===== src/rtl/mac_opt.sv =====
// mac_opt: systolic-array processing element.
// Registered multiply-accumulate with operand forwarding to neighbours.
module mac_opt #(
    parameter int DATA_WIDTH = 8,
    parameter int ACC_WIDTH  = 24
) (
    input  logic                  clk,
    input  logic                  reset,
    input  logic                  control,
    input  logic [ACC_WIDTH-1:0]  acc_in,
    input  logic [DATA_WIDTH-1:0] data_in,
    input  logic [DATA_WIDTH-1:0] wt_path_in,
    output logic [ACC_WIDTH-1:0]  acc_out,
    output logic [DATA_WIDTH-1:0] data_out,
    output logic [DATA_WIDTH-1:0] wt_path_out
);

    localparam int PROD_WIDTH = 2 * DATA_WIDTH;

    logic [PROD_WIDTH-1:0] product;
    logic [ACC_WIDTH-1:0]  product_ext;
    logic [ACC_WIDTH-1:0]  sum;

    // Full-width unsigned product, zero-extended, then modulo add.
    always_comb begin
        product     = PROD_WIDTH'(data_in) * PROD_WIDTH'(wt_path_in);
        product_ext = ACC_WIDTH'(product);
        sum         = acc_in + product_ext;
    end

    // Output registers: clear on reset, load when enabled, else hold.
    always_ff @(posedge clk or posedge reset) begin
        if (reset) begin
            acc_out     <= '0;
            data_out    <= '0;
            wt_path_out <= '0;
        end else if (control) begin
            acc_out     <= sum;
            data_out    <= data_in;
            wt_path_out <= wt_path_in;
        end
    end

endmodule


===== config.mk =====
export PLATFORM = sky130hd
export DESIGN_NAME = mac_opt
export DESIGN_NICKNAME = d
export VERILOG_FILES = /design/src/rtl/mac_opt.sv
export SDC_FILE = /design/constraint.sdc
export NUM_CORES = 1
export LEC_CHECK = 0
export BUFFER_PORTS_ARGS = -buffer_cell sky130_fd_sc_hd__buf_2
export CAP_MARGIN = 20
export CORE_ASPECT_RATIO = 0.6
export CORE_UTILIZATION = 57
export DETAILED_ROUTE_END_ITERATION = 10
export PLACE_DENSITY = 0.94
export SLEW_MARGIN = 20
export SYNTH_ARGS = -nofsm -noshare
export SYNTH_HDL_FRONTEND = slang
export SYNTH_SLANG_ARGS = --single-unit
export TNS_END_PERCENT = 10

===== constraint.sdc =====
create_clock -name clk -period 1.3 [get_ports clk]
set_input_delay 0.13 -clock clk [delete_from_list [all_inputs] [get_ports clk]]
set_output_delay 0.13 -clock clk [all_outputs]
set_load 0.01 [all_outputs]

==> summary.md, run 1 <==
| Metric | Value |
|---|---|
| Type of the worst setup path | `input pin to register` |
| Worst min-delay path class | `input pin to register` |
| Area delta synth->final | `40.9%` |
| Post-synth design cell area | `4350 µm²` |
| Post-route fraction of the period consumed by the critical path | `326%` |
| Final cell area excluding filler cells | `6140 µm²` |
| Routed length per placed instance | `23.8 µm` |
| Minimum setup slack among reg-to-reg paths | `0.33 ns` |
| Count of cells along the worst hold path | `2` |
| CP dominant cell by count | `sky130_fd_sc_hd__fa_1` |
| Number of global-route vias before repair | `4764` |
| Post-Place Cells | `685` |
| FF+latch count, synth | `40` |
| Horizontal die dimension | `115 µm` |
| Final worst path period need | `4.24 ns` |
| Htree depth | `2` |
| Crit-path max FO | `7` |
| Destination of the worst register-to-register timing path | `acc_out[11]` |
| Highest attainable clock frequency | `0.236 GHz` |
| Max-Slew Margin vs Limit | `53.8%` |
| Number of antenna violations at the first check in global routing | `1` |
| RePlAce Congestion | `0.958` |
| Part of the Yosys area used for sequential elements | `23.0%` |
| Cts bufs inserted | `5` |
| Count of synthesis-stage warnings from yosys | `0` |
| Top area cells in the synthesized netlist | `sky130_fd_sc_hd__dfrtp_1, sky130_fd_sc_hd__fa_1, sky130_fd_sc_hd__ha_1, sky130_fd_sc_hd__mux2_2, sky130_fd_sc_hd__inv_1` |
| Number of slew-limit violations in the final report | `0` |
| Residual antenna-violating net count after detailed routing | `0` |
| Stage delay of the slowest cell on the critical path | `0.62 ns` |
| Slowest stage cell, crit path | `sky130_fd_sc_hd__fa_1` |
| R2r startpoint | `acc_out[11]` |
| Clock latency reported for the late side of the worst-skew pair | `0.30 ns` |
| Wire length after detailed routing | `16.9 mm` |
| Synth Area in Simple Gates | `12.8%` |
| Number of enable-type register cells in the synthesized netlist | `0` |
| Sequence of cells on the critical path | `buf_6, nand2_2, fa_1, fa_1, inv_2, fa_1, inv_2, fa_1, inv_1, ha_4, a21o_1, or3_4, o211ai_4, o21ai_2, a2bb2oi_2, xnor2_1, mux2_2` |
| Adder and majority gate portion of the synthesized area | `34.8%` |
| DP HPWL | `9.33 mm` |
| Grt total ovfl | `0` |
| CP bufs+invs | `4` |
| Post-synthesis xor/xnor area fraction | `3.02%` |
| Unique masters post-synth | `44` |
| First-pass GRT wire length | `25.4 mm` |
| Max-cap check violation count | `0` |
| Maximum VDD drop | `0.00129 V` |
| Number of primary I/O pins | `83` |
| Run status | `finished, violations left` |
| Async S/R FF share, synth | `100%` |
| Die Y | `69.7 µm` |
| Final #Nets | `739` |
| Arrival time worst endpoint | `4.43 ns` |
| Synthesized netlist net count | `579` |
| Count of TritonRoute iterations in the first routing pass | `6` |
| Most used flip-flop cell after synthesis | `sky130_fd_sc_hd__dfrtp_1` |
| Hold Vio Cnt, Final | `0` |
| Number of clock sinks | `40` |
| Fraction of the mapped netlist area in compound gates | `8.10%` |
| Fraction of final layout cells with drive strength greater than 1 | `45.9%` |
| Required time of the critical path | `1.49 ns` |
| Drt via density | `6.16` |
| Number of vias in the routed layout | `4375` |
| Combined global-route utilization of all metal layers | `43.4%` |
| Kind of start point of the critical path | `input pin` |
| Root buffer selected by CTS | `sky130_fd_sc_hd__clkbuf_16` |
| Cell area power density | `2150 nW/µm²` |
| Core Area | `7330 µm²` |
| Avg Inst Size Synth | `9.78 µm²` |
| Setup repair after global routing missed its margin | `yes` |
| Type of destination of the critical path | `register` |
| Maximum number of pins on one net before global-route repair | `50` |
| Main combinational cell family by area after synthesis | `adder cells` |
| Final worst setup slack | `-2.94 ns` |
| Clock Skew | `0 ns` |
| Library cell occupying the most area in the post-synthesis netlist | `sky130_fd_sc_hd__dfrtp_1` |
| Total die area | `8000 µm²` |
| Number of cells on the worst reg-to-reg path | `2` |
| Violations in the final reports | `negative setup slack` |
| Area share of the largest cell type after synthesis | `23.0%` |
| Post-route DRC | `0` |
| Total cell area at the placement stage | `5390 µm²` |
| Non-filler instance count after layout | `710` |
| Number of antenna cells inserted | `0` |
| Multiplexer share of the synthesized area | `8.53%` |
| Worst Max-Slew Pin Slew | `0.689 ns` |
| Effective utilization at floorplan | `59.4%` |
| Worst Hold Endpoint | `wt_path_out[6]` |
| Crit path max-delay family | `adder cells` |
| Buffers added on ports | `82` |
| Buffers from clock root to sink, at most | `2` |
| Core Rows | `24` |
| Leakage power | `3.13 nW` |
| CTS tree | `done` |
| Final setup violating endpoints | `23` |
| Worst hold path startpoint | `wt_path_in[6]` |
| Post-Syn Instances | `445` |
| DRT iter0 DRCs | `568` |
| CTS clock-pin slew for the worst setup and hold paths | `0.07 ns` |
## cells in the final DEF, fill, tap and decap left out, types with 8 or more instances in the layout
cell	instances
sky130_fd_sc_hd__inv_2	11
sky130_fd_sc_hd__nand2_1	28
sky130_fd_sc_hd__ha_1	31
sky130_fd_sc_hd__and2_1	31
sky130_fd_sc_hd__buf_2	68
sky130_fd_sc_hd__buf_6	16
sky130_fd_sc_hd__dfrtp_1	40
sky130_fd_sc_hd__a21oi_1	9
sky130_fd_sc_hd__nand2_2	11
sky130_fd_sc_hd__inv_1	86
sky130_fd_sc_hd__buf_4	71
sky130_fd_sc_hd__fa_1	43
sky130_fd_sc_hd__ha_4	9
sky130_fd_sc_hd__mux2_2	32
sky130_fd_sc_hd__xnor2_1	8
## cell type report
type,count,area (µm²)
clock buffers,6,139
clock inverters,2,38.8
fillers,354,1190
inverters,98,368
multi-input cells,296,3250
flip-flops and latches,40,1000
well taps,104,130
repair buffers,164,1210
## timing repair
action | in CTS | in global routing
resized for setup | 90 | 28
hold endpoints to repair | 16 | 0
endpoints found under the setup margin | 23 | 23
hold buffers | 1 | 0
buffers inserted | 7 | 9
pin swaps | 49 | 19
## cell usage after synthesis (6+ instances only)
cell type                 instances
sky130_fd_sc_hd__ha_1            41
sky130_fd_sc_hd__a21oi_1         16
sky130_fd_sc_hd__inv_1           98
sky130_fd_sc_hd__and2_1          35
sky130_fd_sc_hd__fa_1            50
sky130_fd_sc_hd__xnor2_1          8
sky130_fd_sc_hd__mux2_2          33
sky130_fd_sc_hd__nor2_1           8
sky130_fd_sc_hd__dfrtp_1         40
sky130_fd_sc_hd__xor2_1           7
sky130_fd_sc_hd__nand3_1          6
sky130_fd_sc_hd__nand2_1         43
sky130_fd_sc_hd__o21ai_0          6
## report_power, final
group | total [mW] | internal, mW | switching [mW] | leakage (nW)
clock | 1.58 | 0.965 | 0.618 | 0.0871
combinational | 9.81 | 4.55 | 5.27 | 2.58
sequential | 1.82 | 1.60 | 0.219 | 0.465
## stage by stage
step                total power [mW]  setup WS (ns)  setup TNS (ns)  utilization, %  hold slack [ns]
global route                    13.7          -2.99          -55.49            83.8           0.0982
floorplan                       5.85          -2.74          -51.49               -            0.282
CTS                             11.4          -2.73          -50.26            81.1           0.0964
detailed placement              8.50          -3.18          -60.45            73.6            0.177
global placement                7.98          -3.00          -58.05            73.6            0.173
finish                          13.2          -2.94          -54.26            83.8           0.0867
## cell families after synthesis
kind of cell,after synthesis
adder cells (fa/ha/maj),91
AO/OA/AOI/OAI,49
XOR/XNOR,15
AND/OR/NAND/NOR,108
flip-flops,40
multiplexers,33
buffers and inverters,109
## flip-flops by register name, indices dropped and copies added, names as in the netlist
register	cells
data_out	8
wt_path_out	8
acc_out	24
## metal layers
layer | GRT usage [%] | wire, µm | up-vias
met2 | 64.8 | 7300 | 428
met3 | 14.2 | 2180 | 150
met5 | 0 | 13 | -
li1 | - | - | 1721
met1 | 53.9 | 6010 | 2074
met4 | 29.4 | 1400 | 2
## how the worst max path moves through the flow
stage          cells past startpoint  slack (ns)          end     startpoint
6_report                          17       -2.94  acc_out[21]     data_in[4]
5_1_grt                           19       -2.99  acc_out[11]     data_in[5]
4_1_cts                           17       -2.73  acc_out[23]  wt_path_in[2]
3_5_place_dp                      17       -3.18  acc_out[23]  wt_path_in[2]
3_3_place_gp                      16       -3.00  acc_out[23]     data_in[3]
2_1_floorplan                     15       -2.74  acc_out[23]     data_in[3]
(Power assumes the default switching activity.)
==> run 2: changes to the inputs <==
- SKIP_CTS_REPAIR_TIMING: unset -> 1
- clock period: 1.3 -> 4.4 ns (I/O delays scaled with it)
==> run 2 against run 1 <==
Compared with the run above:
- the run still ends with negative setup slack left
- critical path depth is 1 higher
- largest cell class unchanged
- clock skew stayed put
- die area stayed put
- sequential power is 71% lower
- cell area is 12% lower
==> summary.md, run 2 (same netlist as run 1, synthesis figures left out) <==
| Metric | Value |
|---|---|
| Number of slew-limit violations in the final report | `0 (unchanged)` |
| Area delta synth->final | `24.2%` |
| Kind of start point of the critical path | `input pin` |
| Clock latency reported for the late side of the worst-skew pair | `0.28 ns (-0.02 ns)` |
| CP bufs+invs | `5 (+1)` |
| Core Rows | `24 (unchanged)` |
| Cell internal power dissipation | `1.67 mW (-77%)` |
| Violations in the final reports | `negative setup slack` |
| Buffers added on ports | `82 (unchanged)` |
| Number of antenna cells inserted | `0 (unchanged)` |
| Run status | `finished, violations left` |
| Cts bufs inserted | `5 (unchanged)` |
| Max FFs per register | `24 (unchanged)` |
| Grt total ovfl | `0 (unchanged)` |
| Cell area power density | `539 nW/µm² (-75%)` |
| Sequence of cells on the critical path | `clkbuf_4, nand2_2, fa_1, inv_1, fa_1, fa_1, inv_2, fa_1, inv_2, ha_4, a21o_1, or3_4, o211ai_4, buf_6, o21ai_2, a2bb2oi_2, xnor2_1, mux2_2` |
| DP HPWL | `7.86 mm (-16%)` |
| Final cell area excluding filler cells | `5410 µm² (-12%)` |
| Met2 Resource Use GR | `46.1% (-19 points)` |
| Number of primary I/O pins | `83 (unchanged)` |
| Number of antenna violations at the first check in global routing | `0 (-1)` |
| Maximum VDD drop | `0.000373 V (-71%)` |
| Final total negative setup slack | `-0.278 ns (+53.98 ns)` |
| Part of the power in registers | `17.9% (+4.1 points)` |
| Buffers from clock root to sink, at most | `2 (unchanged)` |
| Worst Hold Margin | `0.276 ns (+0.190 ns)` |
| Die Y | `69.7 µm (unchanged)` |
| Total cell area at the placement stage | `5160 µm² (-4.2%)` |
| Switching share of total power | `42.7% (-3.5 points)` |
| Final setup violating endpoints | `5 (-78%)` |
| Highest attainable clock frequency | `0.222 GHz` |
| GR Layer Usage met1 | `36.7% (-17 points)` |
| Final worst setup slack | `-0.101 ns (+2.84 ns)` |
| Core Area | `7330 µm² (unchanged)` |
| Final core area utilization | `73.8% (-9.9 points)` |
| Type of the worst setup path | `input pin to register` |
| Met3 usage | `3.85% (-10 points)` |
| Arrival time worst endpoint | `4.67 ns (+0.24 ns)` |
| Drt via density | `5.37 (-13%)` |
| Total die area | `8000 µm² (unchanged)` |
| Slowest stage cell, crit path | `sky130_fd_sc_hd__fa_1` |
| Number of vias in the routed layout | `3591 (-18%)` |
| Reg with most FFs | `acc_out` |
| Busiest layer in global routing | `met2` |
| Required time of the critical path | `4.57 ns (+3.08 ns)` |
| Horizontal die dimension | `115 µm (unchanged)` |
| Post-route DRC | `0 (unchanged)` |
| Maximum number of pins on one net before global-route repair | `50 (unchanged)` |
| Post-route fraction of the period consumed by the critical path | `102%` |
| DRT iter0 DRCs | `205 (-64%)` |
| Effective utilization at floorplan | `59.4% (unchanged)` |
| Fraction of final layout cells with drive strength greater than 1 | `33.6% (-12 points)` |
| Commonest non-fill, non-tap cell in the layout | `sky130_fd_sc_hd__inv_1` |
| Highest-count cells in the layout ignoring fill and taps | `sky130_fd_sc_hd__inv_1, sky130_fd_sc_hd__buf_2, sky130_fd_sc_hd__fa_1` |
| Crit-path max FO | `6 (-1)` |
| Number of clock sinks | `40 (unchanged)` |
| Post-Place Cells | `660 (-3.6%)` |
| Largest registers | `acc_out (24), data_out (8), wt_path_out (8)` |
| Combined global-route utilization of all metal layers | `27.2% (-16 points)` |
| CTS clock-pin slew for the worst setup and hold paths | `0.06 ns (about the same)` |
| Wire length after detailed routing | `10.5 mm (-38%)` |
| Root buffer selected by CTS | `sky130_fd_sc_hd__clkbuf_16` |
| First-pass GRT wire length | `17.0 mm (-33%)` |
| Type of destination of the critical path | `register` |
| Non-filler instance count after layout | `669 (-5.8%)` |
| Htree depth | `2 (unchanged)` |
| Setup repair after global routing missed its margin | `yes` |
| Final #Nets | `698 (-5.5%)` |
| Leakage power | `2.84 nW (-9.3%)` |
| RePlAce Congestion | `0.845 (-12%)` |
| CP dominant cell by count | `sky130_fd_sc_hd__fa_1` |
| Max-Slew Margin vs Limit | `31.2% (-23 points)` |
| Worst Max-Slew Pin Slew | `1.03 ns (+0.343 ns)` |
| Max-cap check violation count | `0 (unchanged)` |
| Stage delay of the slowest cell on the critical path | `0.55 ns (-0.07 ns)` |
| Psw | `1.24 mW (-80%)` |
| Combinational cell fraction of total power | `69.6% (-4.7 points)` |
| Clock Skew | `0 ns (unchanged)` |
| Number of global-route vias before repair | `3685 (-23%)` |
| Count of TritonRoute iterations in the first routing pass | `5 (-1)` |
| Hold Vio Cnt, Final | `0 (unchanged)` |
| Relative contribution of the clock network to total power | `12.4% (+0.4 points)` |
| Overall power after layout | `2.91 mW (-78%)` |
| Routed length per placed instance | `15.7 µm (-34%)` |
| CTS tree | `done` |
| Crit path max-delay family | `adder cells` |
| Worst min-delay path class | `input pin to asynchronous set/reset pin` |
| Residual antenna-violating net count after detailed routing | `0 (unchanged)` |
| Final worst path period need | `4.50 ns` |
| Minimum setup slack after placement | `-0.402 ns (+2.78 ns)` |
[run 2: cell types whose count changed in the layout (fill, tap and decap cells not counted), sizes merged]
cell and change:
bufinv -1, clkbuf +2, clkinv +2, dlygate4sd3 -1
buf -43
[run 2: cell type report]
class,count,area (µm²)
Multi-Input combinational cell,296,3020
Clock inverter,3,18.8
Clock buffer,5,125
Fill cell,486,1920
Sequential cell,40,1000
Timing Repair Buffer,123,749
Tap cell,104,130
Inverter,98,368
[run 2: final timing paths]
| path | start | end | slack [ns] | cells past startpoint |
|---|---|---|---|---|
| max reg2reg | acc_out[9] | acc_out[9] | 3.52 | 2 |
| min reg2reg | wt_path_out[1] | wt_path_out[1] | 0.50 | 1 |
| max | data_in[4] | acc_out[21] | -0.10 | 18 |
| min | reset | acc_out[3] | 0.28 | 3 |
| min in group clk | acc_in[23] | acc_out[23] | 0.46 | 3 |
| max in group asynchronous | reset | acc_out[10] | 3.78 | 3 |
[run 2: metal layers]
| metal | wire [µm] | vias up |
|---|---|---|
| met5 | 0 | - |
| met4 | 207 | 0 |
| met3 | 745 | 22 |
| met2 | 5150 | 173 |
| met1 | 4410 | 1757 |
| li1 | - | 1639 |
[run 2: worst reg2reg max path: stages, from the launching register on]
cell and delay, ns:
sky130_fd_sc_hd__dfrtp_1 0.38, sky130_fd_sc_hd__nor2b_1 0.14, sky130_fd_sc_hd__a31o_2 0.25
[run 2: power by group through the flow]
| stage | clock network [mW] | registers (mW) | logic, mW |
|---|---|---|---|
| after floorplan | 0 | 0.573 | 1.15 |
| final | 0.363 | 0.523 | 2.03 |
| after global routing | 0.374 | 0.535 | 2.22 |
| after global placement | 0 | 0.524 | 1.74 |
| after detailed placement | 0 | 0.528 | 1.82 |
| after CTS | 0.362 | 0.522 | 1.88 |
